## config.mk

```make
export PLATFORM = sky130hd
export DESIGN_NAME = mis_stim_sequencer
export DESIGN_NICKNAME = d
export VERILOG_FILES = /design/src/rtl/mis_stim_sequencer.sv
export SDC_FILE = /design/constraint.sdc
export NUM_CORES = 1
export LEC_CHECK = 0
export ABC_CLOCK_PERIOD_IN_PS = 2730
export CORE_ASPECT_RATIO = 2
export CORE_MARGIN = 10
export CORE_UTILIZATION = 54
export DETAILED_ROUTE_END_ITERATION = 10
export PLACE_DENSITY = 0.8
export SLEW_MARGIN = 40
export SYNTH_ARGS = -nofsm -noshare
export SYNTH_HDL_FRONTEND = slang
export SYNTH_SLANG_ARGS = --single-unit
export TNS_END_PERCENT = 100
```

## constraint.sdc

```tcl
create_clock -name clk -period 2.73 [get_ports clk]
set_input_delay 0.6825 -clock clk [delete_from_list [all_inputs] [get_ports clk]]
set_output_delay 0.6825 -clock clk [all_outputs]
set_load 0.01 [all_outputs]
```

## src/rtl/mis_stim_sequencer.sv

```systemverilog
// MIS test-structure sequencer: drives two NOR-chain inputs with programmable skew
// and timestamps the synchronized output transition for each rise/fall phase.
module mis_stim_sequencer #(
  parameter int unsigned CNT_W       = 8,
  parameter int unsigned REP_W       = 8,
  parameter int unsigned TIMEOUT_CYC = 200
) (
  input  logic             clk,
  input  logic             rst,
  input  logic             start,
  input  logic [CNT_W-1:0] skew,
  input  logic             b_first,
  input  logic [CNT_W-1:0] hold_cycles,
  input  logic [REP_W-1:0] num_reps,
  input  logic             dut_out,
  output logic             dut_a,
  output logic             dut_b,
  output logic             busy,
  output logic             done,
  output logic             meas_valid,
  output logic [CNT_W-1:0] meas_delay,
  output logic             meas_phase,
  output logic [REP_W-1:0] rep_idx,
  output logic             timeout_err
);

  localparam logic [CNT_W-1:0] CNT_MAX = '1;
  localparam logic [CNT_W-1:0] TO_VAL  = CNT_W'(TIMEOUT_CYC);

  typedef enum logic [2:0] {
    IDLE, RISE1, SKEW, WAIT_R, HOLD, FALL, WAIT_F, DONE
  } state_t;

  state_t state, state_n;

  logic             s1, s2, s3;
  logic [CNT_W-1:0] cnt, cnt_n;
  logic             captured, cap_n;
  logic [CNT_W-1:0] skew_q, skew_n, hold_q, hold_n;
  logic [REP_W-1:0] reps_q, reps_n, rep_n;
  logic             bf_q, bf_n;
  logic             a_n, b_n, busy_n, done_n, mv_n, mp_n, to_n;
  logic [CNT_W-1:0] md_n;

  logic edge_det, armed, capture, timed_out;

  assign edge_det  = s2 ^ s3;
  assign armed     = (state == SKEW) || (state == WAIT_R) || (state == WAIT_F);
  assign capture   = armed && edge_det && !captured;
  assign timed_out = cnt >= TO_VAL;

  always_ff @(posedge clk) begin
    if (rst) begin
      state       <= IDLE;
      s1          <= 1'b0;
      s2          <= 1'b0;
      s3          <= 1'b0;
      cnt         <= '0;
      captured    <= 1'b0;
      skew_q      <= '0;
      hold_q      <= '0;
      reps_q      <= '0;
      bf_q        <= 1'b0;
      dut_a       <= 1'b0;
      dut_b       <= 1'b0;
      busy        <= 1'b0;
      done        <= 1'b0;
      meas_valid  <= 1'b0;
      meas_delay  <= '0;
      meas_phase  <= 1'b0;
      rep_idx     <= '0;
      timeout_err <= 1'b0;
    end else begin
      state       <= state_n;
      s1          <= dut_out;
      s2          <= s1;
      s3          <= s2;
      cnt         <= cnt_n;
      captured    <= cap_n;
      skew_q      <= skew_n;
      hold_q      <= hold_n;
      reps_q      <= reps_n;
      bf_q        <= bf_n;
      dut_a       <= a_n;
      dut_b       <= b_n;
      busy        <= busy_n;
      done        <= done_n;
      meas_valid  <= mv_n;
      meas_delay  <= md_n;
      meas_phase  <= mp_n;
      rep_idx     <= rep_n;
      timeout_err <= to_n;
    end
  end

  always_comb begin
    state_n = state;
    cnt_n   = (cnt == CNT_MAX) ? cnt : cnt + CNT_W'(1);
    cap_n   = captured;
    skew_n  = skew_q;
    hold_n  = hold_q;
    reps_n  = reps_q;
    bf_n    = bf_q;
    a_n     = dut_a;
    b_n     = dut_b;
    busy_n  = busy;
    done_n  = 1'b0;
    mv_n    = 1'b0;
    md_n    = meas_delay;
    mp_n    = meas_phase;
    rep_n   = rep_idx;
    to_n    = timeout_err;

    // First detected output edge of the phase wins; later edges are ignored.
    if (capture) begin
      mv_n  = 1'b1;
      md_n  = cnt;
      mp_n  = (state == WAIT_F);
      cap_n = 1'b1;
    end

    case (state)
      IDLE: begin
        if (start) begin
          if (num_reps == '0) begin
            done_n = 1'b1;
          end else begin
            skew_n  = skew;
            hold_n  = hold_cycles;
            reps_n  = num_reps;
            bf_n    = b_first;
            busy_n  = 1'b1;
            to_n    = 1'b0;
            rep_n   = '0;
            state_n = RISE1;
          end
        end
      end
      RISE1: begin
        cnt_n = '0;
        cap_n = 1'b0;
        if (skew_q == '0) begin
          a_n     = 1'b1;
          b_n     = 1'b1;
          state_n = WAIT_R;
        end else begin
          if (bf_q) b_n = 1'b1;
          else      a_n = 1'b1;
          state_n = SKEW;
        end
      end
      SKEW: begin
        if (cnt == skew_q - CNT_W'(1)) begin
          a_n     = 1'b1;
          b_n     = 1'b1;
          state_n = WAIT_R;
        end
      end
      WAIT_R: begin
        // A capture in this cycle takes precedence; exit on the following cycle.
        if (captured || (!capture && timed_out)) begin
          if (!captured) to_n = 1'b1;
          cnt_n   = '0;
          state_n = (hold_q == '0) ? FALL : HOLD;
        end
      end
      HOLD: begin
        if (cnt == hold_q - CNT_W'(1)) state_n = FALL;
      end
      FALL: begin
        a_n     = 1'b0;
        b_n     = 1'b0;
        cnt_n   = '0;
        cap_n   = 1'b0;
        state_n = WAIT_F;
      end
      WAIT_F: begin
        if (captured || (!capture && timed_out)) begin
          if (!captured) to_n = 1'b1;
          if (rep_idx == reps_q - REP_W'(1)) begin
            state_n = DONE;
          end else begin
            rep_n   = rep_idx + REP_W'(1);
            state_n = RISE1;
          end
        end
      end
      DONE: begin
        done_n  = 1'b1;
        busy_n  = 1'b0;
        state_n = IDLE;
      end
      default: state_n = IDLE;
    endcase
  end

endmodule

```

==> key figures <==
Run status
  • Outcome: finished clean

Timing
  • Final period utilization: 0.931
  • Max transition margin: 0.579
  • Fin Setup TNS: 0 ns
  • Final Critical Period: 2.54 ns
  • Final setup vio count: 0
  • Worst hold slack: 0.461 ns
  • Max-slew violations: 0
  • Clock skew: 0.00768 ns
  • RSZ-0062 raised after global routing: false
  • Max Fclk: 0.393 GHz
  • Worst slew pin tran: 0.630 ns
  • Final Hold Fails: 0

Synth
  • Top area cells in the synthesized netlist: dfxtp_1 (38%), a21oi_1 (8.3%), nand2_1 (7.7%)
  • Synthesized instance count: 422
  • Yosys top cell area share: 0.378
  • Synthesized flop and latch total: 63
  • Register area share after synthesis: 0.378
  • Synth warn: 0
  • Area leader, netlist: dfxtp_1
  • Synth cell types: 48
  • Syn_nets: 458
  • Post-synth EDFFs: 0
  • Synthesized area per cell: 7.90 µm²
  • Synth Flop Type: dfxtp_1
  • Post-synth design cell area: 3340 µm²
  • Async SR Flop Fraction: 0

Drt
  • Via count: 3326
  • DRT iter0 DRCs: 167
  • DR pass1 iterations: 4
  • Final ANT Viol Nets: 0
  • DRC viols: 0
  • WL per Instance: 16.8 µm
  • Post-Route WL: 9260 µm
  • Routed vias/inst: 6.05

Setup path
  • WP data required: 2.97 ns
  • R2R cell count: 7
  • Setup CP Type: in2reg
  • CP Launch Type: input pin
  • Reg-to-reg slack, setup: 0.21 ns
  • Reg2reg end: rep_idx[5]$_SDFFE_PP0P_
  • Crit. End Element: flip-flop
  • RR Startpoint: reps_q[4]$_SDFFE_PP0P_
  • Data arrival, critical path: 2.78 ns
  • CP max FO: 3

Floorplan
  • Boundary Pins: 52
  • Full die area: 9910 µm²
  • Die Ht: 131 µm
  • Cell Rows: 40
  • Die X: 75.6 µm
  • Initial Util: 0.555
  • Core Area: 6010 µm²

Placement
  • Hpwl dp: 6910 µm
  • Port Buf Inserts: 51
  • Final GP Congestion: 0.954

Global routing
  • GRT Overall Usage: 0.197
  • Congestion Overflow GR: 0
  • Largest net degree at the start of global routing: 25
  • Global-route wire length before repair: 15300 µm
  • Vias in the first global route: 3424
  • Antenna violations before repair: 0

Cells and area
  • FILL cells: 496
  • Most frequent cells in the layout: nand2_1 (68), dfxtp_1 (63), a21oi_1 (55)
  • # diodes: 0
  • Area grow syn2layout: 29.3%
  • Final nets: 518
  • Commonest non-fill, non-tap cell in the layout: nand2_1
  • Ratio of cells with drive above 1 in the final layout: 0.0883

Clocking
  • Num CTS Buffers: 9
  • Post-CTS setup buffer count: 0
  • Max Root-Sink Buffers: 2
  • CTS H-tree depth: 3
  • Post-CTS sizing: 0
  • Clk sink count: 63
  • Clock latency at the later pin of the worst-skew pair: 0.33 ns
  • Root Buffer: clkbuf_16
  • Clk pin slew, worst setup/hold paths: 0.05 ns
  • Cts hold-fix bufs: 0
  • CTS tree: yes

Power
  • Worst IR drop on VDD: 0.701 mV
  • Static leakage: 1.70 nW
  • Pwr Density: 787 nW/µm²

Hold path
  • Hold_sp: busy$_SDFFE_PP0P_
  • HP Class: reg2reg
  • Hold depth: 2
  • Hold EP: busy$_SDFFE_PP0P_

Flow run
  • # Max-Cap Violations: 0
worst max-delay path by stage:
stage | cells past startpoint | endpoint | from
CTS | 7 | state[0]$_SDFFE_PP0P_ | num_reps[3]
floorplan | 7 | rep_idx[1]$_SDFFE_PP0P_ | reps_q[2]$_SDFFE_PP0P_
finish | 7 | state[0]$_SDFFE_PP0P_ | num_reps[3]
global placement | 7 | state[0]$_SDFFE_PP0P_ | num_reps[3]
detailed placement | 7 | state[0]$_SDFFE_PP0P_ | num_reps[3]
global route | 7 | state[0]$_SDFFE_PP0P_ | num_reps[3]
cells by family (layout without fill, tap and decap cells):
logic type               Yosys count  count (layout)  synth area share
XOR/XNOR                          35              35            0.0941
multiplexers                       8               8            0.0240
AND/OR/NAND/NOR                  167             167             0.249
adder cells (fa/ha/maj)            7               7            0.0263
buffers and inverters             38             103            0.0435
flip-flops                        63              63             0.378
AO/OA/AOI/OAI                    104             104             0.185
sequential cells by signal, summed over array words and instances, names as in the netlist, 3 cells and up:
signal / cells
state: 3
rep_idx: 8
meas_delay: 8
skew_q: 8
hold_q: 8
cnt: 8
reps_q: 8
worst max-delay path: stages:
cell and delay [ns]:
clkdlybuf4s50_1 0.42, or4_1 0.60, o211ai_1 0.26, nand2_1 0.10, o311a_1 0.34, or3_1 0.30
o31ai_1 0.07
synth_stat cells, types with 8 or more instances:
cell	instances
o21ai_0	15
clkbuf_1	21
mux2i_1	8
nand2_1	68
nor3_1	11
dfxtp_1	63
xnor2_1	18
xor2_1	16
nor2_1	30
or4_1	8
a21oi_1	55
inv_1	15
per-layer routing:
metal  share of wire  vias to the layer above  GRT usage
li1                -                     1600          -
met1            0.33                     1597      0.168
met2            0.57                       90      0.360
met3           0.039                       39     0.0483
met4           0.055                        0      0.142
met5               0                        -          0
stage by stage:
stage                util  instance area [µm²]  setup WS, ns  total power, mW  std cells
floorplan               -                 3340         0.287             1.89        422
global placement    0.666                 4000        -0.124             2.20        534
detailed placement  0.666                 4000        -0.139             2.23        534
CTS                 0.718                 4310         0.188             3.41        550
global route        0.718                 4310        0.0256             3.60        550
finish              0.718                 4310         0.188             3.40        550
final cells by class:
cell class / instances / area, µm² / share of cell area
multi-input combinational: 321 / 1940 / 0.449
sequential: 63 / 1260 / 0.292
timing repair buffer: 72 / 668 / 0.155
clock buffer: 14 / 274 / 0.0635
tap: 63 / 78.8 / 0.0183
inverter: 15 / 56.3 / 0.0131
clock inverter: 2 / 37.5 / 0.00870
power by group:
part / switching [mW] / leakage, nW / internal, mW / total (mW)
logic: 0.569 / 1.03 / 0.497 / 1.07
registers: 0.135 / 0.513 / 1.03 / 1.16
clock network: 0.385 / 0.149 / 0.781 / 1.17
total: 1.09 / 1.70 / 2.31 / 3.40
Power figures use the tool's default switching activity.
